==> src/rtl/alu_issue_queue_if.sv <==
// Bundle between rename/dispatch, the CDB and the ALU around the ALU issue queue.
// master: the surrounding pipeline; slave: the issue queue itself.
`ifndef ROB_LEN
`define ROB_LEN 16
`endif

interface alu_issue_queue_if #(
  parameter int TAG_W = 7,
  parameter int ROB_W = $clog2(`ROB_LEN)
);
  logic             dis_valid;
  logic             dis_ready;
  logic [4:0]       dis_opcode;
  logic [2:0]       dis_funct3;
  logic             dis_funct7;
  logic [31:0]      dis_imm;
  logic [31:0]      dis_pc;
  logic [ROB_W-1:0] dis_rob_idx;
  logic [TAG_W-1:0] dis_rd;
  logic [TAG_W-1:0] dis_rs1_tag;
  logic [TAG_W-1:0] dis_rs2_tag;
  logic             dis_rs1_rdy;
  logic             dis_rs2_rdy;
  logic [31:0]      dis_rs1_data;
  logic [31:0]      dis_rs2_data;
  logic             cdb_valid;
  logic [TAG_W-1:0] cdb_tag;
  logic [31:0]      cdb_data;
  logic             flush;
  logic             alu_i_valid;
  logic [4:0]       alu_opcode;
  logic [2:0]       alu_funct3;
  logic             alu_funct7;
  logic [31:0]      alu_rs1_data;
  logic [31:0]      alu_rs2_data;
  logic [31:0]      alu_imm;
  logic [31:0]      alu_pc;
  logic [ROB_W-1:0] alu_i_rob_idx;
  logic [TAG_W-1:0] alu_i_rd;

  modport master (
    output dis_valid, dis_opcode, dis_funct3, dis_funct7, dis_imm, dis_pc, dis_rob_idx, dis_rd,
           dis_rs1_tag, dis_rs2_tag, dis_rs1_rdy, dis_rs2_rdy, dis_rs1_data, dis_rs2_data,
           cdb_valid, cdb_tag, cdb_data, flush,
    input  dis_ready, alu_i_valid, alu_opcode, alu_funct3, alu_funct7, alu_rs1_data,
           alu_rs2_data, alu_imm, alu_pc, alu_i_rob_idx, alu_i_rd
  );

  modport slave (
    input  dis_valid, dis_opcode, dis_funct3, dis_funct7, dis_imm, dis_pc, dis_rob_idx, dis_rd,
           dis_rs1_tag, dis_rs2_tag, dis_rs1_rdy, dis_rs2_rdy, dis_rs1_data, dis_rs2_data,
           cdb_valid, cdb_tag, cdb_data, flush,
    output dis_ready, alu_i_valid, alu_opcode, alu_funct3, alu_funct7, alu_rs1_data,
           alu_rs2_data, alu_imm, alu_pc, alu_i_rob_idx, alu_i_rd
  );
endinterface

==> src/rtl/alu_issue_queue.sv <==
// Out-of-order issue queue for the single integer ALU: captures operands from dispatch
// or CDB wakeups, selects the oldest ready entry each cycle and registers the ALU bundle.
`ifndef ROB_LEN
`define ROB_LEN 16
`endif

module alu_issue_queue #(
  parameter int DEPTH = 4,
  parameter int TAG_W = 7,
  parameter int ROB_W = $clog2(`ROB_LEN)
) (
  input logic          clk,
  input logic          rst,
  alu_issue_queue_if.slave bus
);
  localparam int IDX_W = $clog2(DEPTH);

  typedef struct packed {
    logic [4:0]       opcode;
    logic [2:0]       funct3;
    logic             funct7;
    logic [31:0]      imm;
    logic [31:0]      pc;
    logic [ROB_W-1:0] rob_idx;
    logic [TAG_W-1:0] rd;
  } uop_t;

  typedef struct packed {
    logic [TAG_W-1:0] tag;
    logic             rdy;
    logic [31:0]      data;
  } src_t;

  logic [DEPTH-1:0] valid;
  logic [DEPTH-1:0] older [DEPTH];  // older[i][j]: entry i was dispatched before entry j
  uop_t             uop   [DEPTH];
  src_t             src1  [DEPTH];
  src_t             src2  [DEPTH];

  logic [DEPTH-1:0] eligible;
  logic [DEPTH-1:0] win;
  logic [IDX_W-1:0] win_idx;
  logic [IDX_W-1:0] free_idx;
  logic             any_win;
  logic             issue;
  logic             dis_fire;
  logic             cdb_live;
  uop_t             dis_uop;
  src_t             dis_src1;
  src_t             dis_src2;

  uop_t             iss_uop;
  logic [31:0]      iss_rs1;
  logic [31:0]      iss_rs2;
  logic             iss_valid;

  function automatic src_t capture(input logic [TAG_W-1:0] tag, input logic rdy,
                                   input logic [31:0] data, input logic live,
                                   input logic [TAG_W-1:0] ctag, input logic [31:0] cdata);
    src_t s;
    s.tag  = tag;
    s.rdy  = rdy;
    s.data = data;
    if (!rdy && live && (tag == ctag)) begin
      s.rdy  = 1'b1;
      s.data = cdata;
    end
    return s;
  endfunction

  // Readiness comes from registered occupancy only; a same-cycle issue never frees a slot early.
  assign bus.dis_ready = ~&valid;
  assign dis_fire      = bus.dis_valid && bus.dis_ready && !bus.flush;
  assign cdb_live      = bus.cdb_valid && (bus.cdb_tag != '0);
  assign issue         = any_win && !bus.flush;

  assign dis_uop = '{opcode: bus.dis_opcode, funct3: bus.dis_funct3, funct7: bus.dis_funct7,
                     imm: bus.dis_imm, pc: bus.dis_pc, rob_idx: bus.dis_rob_idx, rd: bus.dis_rd};
  assign dis_src1 = capture(bus.dis_rs1_tag, bus.dis_rs1_rdy, bus.dis_rs1_data,
                            cdb_live, bus.cdb_tag, bus.cdb_data);
  assign dis_src2 = capture(bus.dis_rs2_tag, bus.dis_rs2_rdy, bus.dis_rs2_data,
                            cdb_live, bus.cdb_tag, bus.cdb_data);

  always_comb begin
    // NOTE: every output of this block gets a default first so no latch is inferred.
    eligible = '0;
    win      = '0;
    win_idx  = '0;
    free_idx = '0;
    for (int i = 0; i < DEPTH; i++) eligible[i] = valid[i] && src1[i].rdy && src2[i].rdy;
    for (int i = 0; i < DEPTH; i++) begin
      win[i] = eligible[i];
      for (int j = 0; j < DEPTH; j++) if (eligible[j] && older[j][i]) win[i] = 1'b0;
    end
    for (int i = 0; i < DEPTH; i++) if (win[i]) win_idx = IDX_W'(i);
    for (int i = DEPTH - 1; i >= 0; i--) if (!valid[i]) free_idx = IDX_W'(i);
  end

  assign any_win = |win;

  // NOTE: sequential state uses non-blocking assignments so every flop samples pre-edge values.
  always_ff @(posedge clk or posedge rst) begin
    if (rst) begin
      valid <= '0;
      for (int i = 0; i < DEPTH; i++) older[i] <= '0;
    end else if (bus.flush) begin
      valid <= '0;
    end else begin
      if (any_win) valid[win_idx] <= 1'b0;
      if (dis_fire) begin
        valid[free_idx] <= 1'b1;
        older[free_idx] <= '0;
        for (int j = 0; j < DEPTH; j++) older[j][free_idx] <= valid[j];
      end
    end
  end

  // NOTE: entry payload has no reset; it is only observed while the matching valid bit is set.
  always_ff @(posedge clk) begin
    for (int i = 0; i < DEPTH; i++) begin
      if (valid[i] && cdb_live && !src1[i].rdy && (src1[i].tag == bus.cdb_tag)) begin
        src1[i].rdy  <= 1'b1;
        src1[i].data <= bus.cdb_data;
      end
      if (valid[i] && cdb_live && !src2[i].rdy && (src2[i].tag == bus.cdb_tag)) begin
        src2[i].rdy  <= 1'b1;
        src2[i].data <= bus.cdb_data;
      end
    end
    if (dis_fire) begin
      uop[free_idx]  <= dis_uop;
      src1[free_idx] <= dis_src1;
      src2[free_idx] <= dis_src2;
    end
  end

  // The issue bundle holds its data when nothing is selected; only the valid drops.
  always_ff @(posedge clk or posedge rst) begin
    if (rst) begin
      iss_valid <= 1'b0;
      iss_uop   <= '0;
      iss_rs1   <= '0;
      iss_rs2   <= '0;
    end else begin
      iss_valid <= issue;
      if (issue) begin
        iss_uop <= uop[win_idx];
        iss_rs1 <= src1[win_idx].data;
        iss_rs2 <= src2[win_idx].data;
      end
    end
  end

  assign bus.alu_i_valid   = iss_valid;
  assign bus.alu_opcode    = iss_uop.opcode;
  assign bus.alu_funct3    = iss_uop.funct3;
  assign bus.alu_funct7    = iss_uop.funct7;
  assign bus.alu_imm       = iss_uop.imm;
  assign bus.alu_pc        = iss_uop.pc;
  assign bus.alu_i_rob_idx = iss_uop.rob_idx;
  assign bus.alu_i_rd      = iss_uop.rd;
  assign bus.alu_rs1_data  = iss_rs1;
  assign bus.alu_rs2_data  = iss_rs2;
endmodule

==> src/flat_wrapper.sv <==
// flat-port wrapper written by rule: the top's interface ports become plain ports
module alu_issue_queue_flat 
#(
  parameter int DEPTH = 4,
  parameter int TAG_W = 7,
  parameter int ROB_W = $clog2(`ROB_LEN)
)
  (clk, rst, bus_dis_valid, bus_dis_opcode, bus_dis_funct3, bus_dis_funct7, bus_dis_imm, bus_dis_pc, bus_dis_rob_idx, bus_dis_rd, bus_dis_rs1_tag, bus_dis_rs2_tag, bus_dis_rs1_rdy, bus_dis_rs2_rdy, bus_dis_rs1_data, bus_dis_rs2_data, bus_cdb_valid, bus_cdb_tag, bus_cdb_data, bus_flush, bus_dis_ready, bus_alu_i_valid, bus_alu_opcode, bus_alu_funct3, bus_alu_funct7, bus_alu_rs1_data, bus_alu_rs2_data, bus_alu_imm, bus_alu_pc, bus_alu_i_rob_idx, bus_alu_i_rd);
  alu_issue_queue_if #(.TAG_W(TAG_W), .ROB_W(ROB_W)) bus_i ();
  input logic clk;
  input logic rst;
  input wire logic [$bits(bus_i.dis_valid)-1:0] bus_dis_valid;
  input wire logic [$bits(bus_i.dis_opcode)-1:0] bus_dis_opcode;
  input wire logic [$bits(bus_i.dis_funct3)-1:0] bus_dis_funct3;
  input wire logic [$bits(bus_i.dis_funct7)-1:0] bus_dis_funct7;
  input wire logic [$bits(bus_i.dis_imm)-1:0] bus_dis_imm;
  input wire logic [$bits(bus_i.dis_pc)-1:0] bus_dis_pc;
  input wire logic [$bits(bus_i.dis_rob_idx)-1:0] bus_dis_rob_idx;
  input wire logic [$bits(bus_i.dis_rd)-1:0] bus_dis_rd;
  input wire logic [$bits(bus_i.dis_rs1_tag)-1:0] bus_dis_rs1_tag;
  input wire logic [$bits(bus_i.dis_rs2_tag)-1:0] bus_dis_rs2_tag;
  input wire logic [$bits(bus_i.dis_rs1_rdy)-1:0] bus_dis_rs1_rdy;
  input wire logic [$bits(bus_i.dis_rs2_rdy)-1:0] bus_dis_rs2_rdy;
  input wire logic [$bits(bus_i.dis_rs1_data)-1:0] bus_dis_rs1_data;
  input wire logic [$bits(bus_i.dis_rs2_data)-1:0] bus_dis_rs2_data;
  input wire logic [$bits(bus_i.cdb_valid)-1:0] bus_cdb_valid;
  input wire logic [$bits(bus_i.cdb_tag)-1:0] bus_cdb_tag;
  input wire logic [$bits(bus_i.cdb_data)-1:0] bus_cdb_data;
  input wire logic [$bits(bus_i.flush)-1:0] bus_flush;
  output wire logic [$bits(bus_i.dis_ready)-1:0] bus_dis_ready;
  output wire logic [$bits(bus_i.alu_i_valid)-1:0] bus_alu_i_valid;
  output wire logic [$bits(bus_i.alu_opcode)-1:0] bus_alu_opcode;
  output wire logic [$bits(bus_i.alu_funct3)-1:0] bus_alu_funct3;
  output wire logic [$bits(bus_i.alu_funct7)-1:0] bus_alu_funct7;
  output wire logic [$bits(bus_i.alu_rs1_data)-1:0] bus_alu_rs1_data;
  output wire logic [$bits(bus_i.alu_rs2_data)-1:0] bus_alu_rs2_data;
  output wire logic [$bits(bus_i.alu_imm)-1:0] bus_alu_imm;
  output wire logic [$bits(bus_i.alu_pc)-1:0] bus_alu_pc;
  output wire logic [$bits(bus_i.alu_i_rob_idx)-1:0] bus_alu_i_rob_idx;
  output wire logic [$bits(bus_i.alu_i_rd)-1:0] bus_alu_i_rd;
  assign bus_i.dis_valid = bus_dis_valid;
  assign bus_i.dis_opcode = bus_dis_opcode;
  assign bus_i.dis_funct3 = bus_dis_funct3;
  assign bus_i.dis_funct7 = bus_dis_funct7;
  assign bus_i.dis_imm = bus_dis_imm;
  assign bus_i.dis_pc = bus_dis_pc;
  assign bus_i.dis_rob_idx = bus_dis_rob_idx;
  assign bus_i.dis_rd = bus_dis_rd;
  assign bus_i.dis_rs1_tag = bus_dis_rs1_tag;
  assign bus_i.dis_rs2_tag = bus_dis_rs2_tag;
  assign bus_i.dis_rs1_rdy = bus_dis_rs1_rdy;
  assign bus_i.dis_rs2_rdy = bus_dis_rs2_rdy;
  assign bus_i.dis_rs1_data = bus_dis_rs1_data;
  assign bus_i.dis_rs2_data = bus_dis_rs2_data;
  assign bus_i.cdb_valid = bus_cdb_valid;
  assign bus_i.cdb_tag = bus_cdb_tag;
  assign bus_i.cdb_data = bus_cdb_data;
  assign bus_i.flush = bus_flush;
  assign bus_dis_ready = bus_i.dis_ready;
  assign bus_alu_i_valid = bus_i.alu_i_valid;
  assign bus_alu_opcode = bus_i.alu_opcode;
  assign bus_alu_funct3 = bus_i.alu_funct3;
  assign bus_alu_funct7 = bus_i.alu_funct7;
  assign bus_alu_rs1_data = bus_i.alu_rs1_data;
  assign bus_alu_rs2_data = bus_i.alu_rs2_data;
  assign bus_alu_imm = bus_i.alu_imm;
  assign bus_alu_pc = bus_i.alu_pc;
  assign bus_alu_i_rob_idx = bus_i.alu_i_rob_idx;
  assign bus_alu_i_rd = bus_i.alu_i_rd;
  alu_issue_queue #(.DEPTH(DEPTH), .TAG_W(TAG_W), .ROB_W(ROB_W)) u_core (.clk(clk), .rst(rst), .bus(bus_i));
endmodule
==> config.mk <==
export PLATFORM = sky130hd
export DESIGN_NAME = alu_issue_queue_flat
export DESIGN_NICKNAME = d
export VERILOG_FILES = /design/src/rtl/alu_issue_queue_if.sv /design/src/rtl/alu_issue_queue.sv /design/src/flat_wrapper.sv
export SDC_FILE = /design/constraint.sdc
export NUM_CORES = 1
export LEC_CHECK = 0
export BUFFER_PORTS_ARGS = -buffer_cell sky130_fd_sc_hd__buf_2
export CAP_MARGIN = 15
export CORE_UTILIZATION = 53
export DETAILED_ROUTE_END_ITERATION = 8
export PLACE_DENSITY = 0.77
export SETUP_SLACK_MARGIN = 0.1
export SYNTH_ARGS = -nofsm -noshare
export SYNTH_HDL_FRONTEND = slang
export SYNTH_SLANG_ARGS = --single-unit
export TNS_END_PERCENT = 1
==> constraint.sdc <==
create_clock -name clk -period 6.9 [get_ports clk]
set_input_delay 2.07 -clock clk [delete_from_list [all_inputs] [get_ports clk]]
set_output_delay 2.07 -clock clk [all_outputs]
set_load 0.01 [all_outputs]
# Word-level counts from Yosys, hierarchy flattened
# Memories as Yosys holds them, arrays and structs flattened. A register that Yosys moved wholly into a read port is not among the register bits.
# Index checks and enable logic that the tools add are counted.
[word_totals]
reg_bits = 21
latch_bits = 0
ramBits = 656
mem_bits_ro = 0
in_bits = 208
output_inout_bits = 150
memories = 3
[op_classes]
addsub = 0
mul = 0
div_mod_pow = 0
n_lt_le_gt_ge = 6
eq_ne = 10
shift = 0
n_mux = 57
bitwise_logic = 7
n_reduce_logical = 71
[mem_list]
columns = ["memory", "depth", "word_bits", "read_ports", "rd_ports_with_merged_regs", "wr", "line", "source"]
rows = [
  ["u_core.uop", 4, 84, 1, 1, 1, "alu_issue_queue.sv:36", "uop_t uop [DEPTH];"],
  ["u_core.src1", 4, 40, 5, 1, 5, "alu_issue_queue.sv:37", "src_t src1 [DEPTH];"],
  ["u_core.src2", 4, 40, 5, 1, 5, "alu_issue_queue.sv:38", "src_t src2 [DEPTH];"],
]
[ops]
columns = ["operator", "count"]
rows = [
  ["$eq A7 B7 Y1", 10],
  ["$mux W33", 2],
  ["$logic_and A1 B1 Y1", 55],
  ["$mux W1", 37],
  ["$mux W4", 5],
  ["$and A16 B16 Y16", 1],
  ["$bwmux W4", 4],
  ["$not A16 Y16", 1],
  ["$logic_not A1 Y1", 12],
  ["$mux W2", 6],
  ["$demux W4 S2", 1],
  ["$reduce_bool A7 Y1", 1],
  ["$lt A2 B3 Y1 const B", 2],
  ["$and A4 B4 Y4", 1],
  ["$demux W1 S2", 2],
  ["$ge A2 B1 Y1 const B", 2],
  ["$not A4 Y4", 1],
  ["$or A4 B4 Y4", 1],
  ["$reduce_and A4 Y1", 1],
  ["$reduce_or A4 Y1", 1],
  ["$ge A3 B3 Y1 const B", 1],
  ["$lt A3 B1 Y1 const B", 1],
  ["$not A2 Y3", 1],
  ["$reduce_and A2 Y1", 1],
  ["$not A1 Y1", 1],
]

# Logic depth before layout (Yosys ltp)
# An unclocked memory read counts as a cell.
[depth]
word_depth = 22
mapped_depth = 9

# Worst setup path after synthesis
# No wires, ideal clock.
[synth_timing]
path_kind = "in2reg"
start = "in bus_flush"
end = "mem u_core.src1[2][0] in the netlist's numbering, enable pin"
setup_time_ns = 0.391
arrival_ns = 7.679
setup_slack_ns = -1.170
stages = 3
path_cell_list = "nand3b_4 nor2_1 a41o_1"
[synth_rtl]
columns = ["element", "line", "source"]
rows = [
  ["start: declaration", "flat_wrapper.sv:29", "input wire logic [$bits(bus_i.flush)-1:0] bus_flush;"],
  ["end: declaration", "alu_issue_queue.sv:37", ""],
]

# Worst setup path after layout
[layout_timing]
start = "reg u_core.valid[2]"
end = "reg u_core.iss_rs2[11] (netlist: u_core.bus.alu_rs2_data[11]), read port of u_core.src2"
[layout_via]
elab_chain_len = 8
word_cells_on_any_way = 21
[layout_lines]
columns = ["element", "line", "source"]
rows = [
  ["start: declaration", "alu_issue_queue.sv:34", "logic [DEPTH-1:0] valid;"],
  ["start signal: assignment", "alu_issue_queue.sv:104", "valid <= '0;"],
  ["start signal: assignment", "alu_issue_queue.sv:107", "valid <= '0;"],
  ["start signal: indexed assignment", "alu_issue_queue.sv:109", "if (any_win) valid[win_idx] <= 1'b0;"],
  ["$logic_and A1 B1 Y1 (*) (2 in series)", "alu_issue_queue.sv:90", "for (int i = 0; i < DEPTH; i++) eligible[i] = valid[i] && src1[i].rdy && src2[i].rdy;"],
  ["$mux W1 or $logic_and A1 B1 Y1 (tied branches)", "alu_issue_queue.sv:93", "for (int j = 0; j < DEPTH; j++) if (eligible[j] && older[j][i]) win[i] = 1'b0;"],
  ["$mux W1 (2 in series)", "alu_issue_queue.sv:93", ""],
  ["$mux W1, on equally long branches", "alu_issue_queue.sv:93, alu_issue_queue.sv:95", ""],
  ["$mux W2 or $reduce_or A4 Y1 (tied branches)", "alu_issue_queue.sv:95, alu_issue_queue.sv:99", ""],
  ["$mux W2 or $logic_and A1 B1 Y1 (tied branches)", "alu_issue_queue.sv:95, alu_issue_queue.sv:75", ""],
  ["end: declaration", "alu_issue_queue.sv:54", "logic [31:0] iss_rs2;"],
]
# Mark *: on every way between the ends. The rest lies on a longest branch, timed or not.
# A chain may end at the register's enable or synchronous reset.

==> impl_metrics.csv <==
group,metric,value,unit
die,die_w,254.1,um
layout,area_growth,15.38,%
global_routing,grt_antenna_before_repair,34,
synthesis,synth_compound_area_share,9.861,%
die,rows,92,
global_routing,grt-ovfl-total,0,
cts,cts_max_path_buffers,3,
cts,clk_transition_reported_paths,0.06,ns
die,core_area,62970,um2
placed_design,dp_slack,2.002,ns
setup_path,crit_arrival,4.83,ns
synthesis,ys_warn_count,0,
global_routing,grt_max_degree,151,
cts,htreeDepth,3,
route,vias,20740,
die,initial_core_util,53.48,%
route,drtIter0Drc,2037,
min_path,min_path_type,"reg2reg",
setup_path,crit_type,"reg2reg",
route,antenna_left,0,
layout,final_nets,2691,
flow_run,max-cap-violations,0,
layout,drive_above_1_share,29.84,%
power_and_ir_drop,power_leakage,14.21,nW
cts,clk_latency,0.64,ns
route,vias_per_cell,6.072,
sta,drv_slew,0,
cts,cts_tree,"built",
layout,mostFrequentLayoutCells,"edfxtp_1 (654), buf_2 (357), mux2_2 (231)",
sta,whs,0.4676,ns
sta,skew,0.02014,ns
sta,timing.final.ws_setup,2.539,ns
layout,fin_cells,3415,
power_and_ir_drop,p_switching,2.679,mW
placed_design,placed_cells_incl_taps,3243,
cts,numClockSinks,825,
synthesis,syn_inst,2172,
power_and_ir_drop,seqPwrFrac,51.0,%
synthesis,ys_seq_elements,825,
route,wl_per_cell,25.28,um
route,firstDrtPassIters,5,
synthesis,synth_top_family_by_area,"compound AO/OA/AOI/OAI gates",
min_path,hold_path_depth,2,
setup_path,crit_fanout,114,
synthesis,synth_adder_area_share,0,%
placed_design,place_hpwl,48.77,mm
sta,finalSetupTns,0,ns
synthesis,ys_types,43,
placed_design,portBuffers,357,
synthesis,syn_area,33670,um2
layout,num-fill-cells,4633,
sta,worst_slew_pin_slew,1.210,ns
sta,period_minus_slack,4.361,ns
power_and_ir_drop,power.density,294.3,nW/um2
layout,final_common_cell,"edfxtp_1",
sta,setup-violations-final,0,
cts,clockRootBuffer,"clkbuf_16",
power_and_ir_drop,internal_power,8.756,mW
die,pin_count,358,
synthesis,async_reset_ff_share,20.48,%
global_routing,grt_usage,26.48,%
global_routing,grt_pass1_wl,126.7,mm
synthesis,avgSynthCellArea,15.50,um2
power_and_ir_drop,pwr-share-comb,8.6,%
die,die_area,64550,um2
power_and_ir_drop,peakVddDrop,0.0001765,V
route,drt_wl_total,86.35,mm
power_and_ir_drop,swShare,23.43,%
setup_path,cp.required,7.37,ns
cts,cts_made_buffers,84,
synthesis,muxShareOfSynthArea,8.561,%
die,die_h,254.1,um
layout,fin_area,38850,um2
setup_path,start_kind,"flop",
synthesis,synthXorXnorAreaFrac,1.821,%
layout,final_util,61.70,%
setup_path,cp-end-kind,"flop",
sta,fmax,229.3,MHz
global_routing,grt_pass1_vias,20720,
sta,fin_crit_sh,63.21,%
power_and_ir_drop,clkPwrFrac,40.4,%
route,drcViolationCount,0,
sta,slew_headroom,19.11,%
placed_design,placed_area,35990,um2
power_and_ir_drop,total_power,11.44,mW
cts,cts_hold_buf,0,
synthesis,synth-seq-area-share,71.00,%
synthesis,ys.flop_type,"edfxtp_1",
placed_design,routabilityCongestion,0.8505,
cts,cts_resized,0,
synthesis,synth_edf_count,654,
run_status,outcome,"finished clean",
sta,hold_viol,0,
synthesis,synth_fp_nets,2380,
sta,rsz0062_at_grt,"false",
synthesis,synth-simple-area-share,6.253,%
cts,cts_setup_buffers,0,
setup_path,reg2reg_depth,7,
## power groups by stage
stage	sequential (mW)	combinational, mW	clock, mW
3_5_place_dp	5.93	0.989	0
5_1_grt	5.86	1.08	4.87
4_1_cts	5.83	0.992	4.67
6_report	5.83	0.986	4.62
3_3_place_gp	5.92	0.951	0
2_1_floorplan	5.99	0.412	0
## cell usage after synthesis, drive strengths merged (2+ instances only)
master | n | area share [%]
nor2 | 26 | 0.36
mux2 | 256 | 8.6
and2 | 151 | 2.8
nor3 | 3 | 0.11
clkinv | 2 | 0.022
dfrtp | 169 | 13
buf | 87 | 1.7
o22ai | 148 | 2.7
and4b | 4 | 0.12
nand2 | 162 | 1.8
a41o | 7 | 0.21
a21oi | 11 | 0.16
inv | 4 | 0.045
and3 | 2 | 0.045
nor2b | 2 | 0.037
xor2 | 70 | 1.8
nand2b | 4 | 0.074
nand3 | 2 | 0.045
o31ai | 149 | 3.3
nand4 | 19 | 0.37
dfxtp | 2 | 0.12
clkbuf | 62 | 0.69
edfxtp | 654 | 58
nor4 | 21 | 0.39
a211oi | 148 | 3.3
## critical path: stages, from the launching register on
cell and delay [ns]:
dfrtp_1 0.67, nand4_1 0.25, nand4_4 0.60, buf_4 1.02, nand2_4 0.56, buf_12 0.44, a211oi_1 0.36, o31ai_1 0.13
## routing by layer
metal  up-vias  global-route usage, %  part of all wire (%)
met5         -                      0                  0.22
met4        30                  11.57                   3.4
met3       202                  6.248                   8.7
met2       924                  42.26                    48
met1     10450                  34.68                    39
li1       9133                      -                     -
## registers in the layout, indices dropped and copies added, names as in the netlist, 3 cells and up, named ones only
| name | cells |
|---|---|
| u_core.uop | 336 |
| u_core.src1 | 160 |
| u_core.src2 | 160 |
| u_core.bus.alu_imm | 32 |
| u_core.bus.alu_pc | 32 |
| u_core.bus.alu_rs1_data | 32 |
| u_core.bus.alu_rs2_data | 32 |
| u_core.older | 12 |
| u_core.bus.alu_i_rd | 7 |
| u_core.bus.alu_opcode | 5 |
| u_core.bus.alu_i_rob_idx | 4 |
| u_core.valid | 4 |
| u_core.bus.alu_funct3 | 3 |
## path summary, 6_finish.rpt
path | to | slack [ns] | start
setup / recovery | u_core.bus.alu_rs2_data[11]$_DFFE_PP0P_ | 2.54 | u_core.valid[2]$_DFF_PP0_
hold / removal | u_core.bus.alu_pc[22]$_DFFE_PP0P_ | 0.47 | u_core.bus.alu_pc[22]$_DFFE_PP0P_
setup reg to reg | u_core.bus.alu_rs2_data[11]$_DFFE_PP0P_ | 2.54 | u_core.valid[2]$_DFF_PP0_
hold reg to reg | u_core.bus.alu_pc[22]$_DFFE_PP0P_ | 0.47 | u_core.bus.alu_pc[22]$_DFFE_PP0P_
max in group asynchronous | u_core.bus.alu_imm[14]$_DFFE_PP0P_ | 3.94 | rst
min in group asynchronous | u_core.bus.alu_imm[27]$_DFFE_PP0P_ | 1.67 | rst
## layout make-up
type / count / area [um2] / area share [%]
Multi-Input combinational cell: 1192 / 8997 / 23.16
Tap cell: 846 / 1059 / 2.724
Antenna cell: 15 / 37.54 / 0.09661
Inverter: 6 / 37.54 / 0.09661
Clock buffer: 106 / 2235 / 5.752
Clock inverter: 51 / 589.3 / 1.517
Sequential cell: 825 / 23910 / 61.54
Timing Repair Buffer: 374 / 1989 / 5.120
## logic make-up after synthesis
logic type             after synthesis
AO/OA/AOI/OAI                      468
AND/OR/NAND/NOR                    398
XOR/XNOR                            70
flip-flops                         825
multiplexers                       256
buffers and inverters              155
Note: power is estimated with default switching activity, not from simulation.
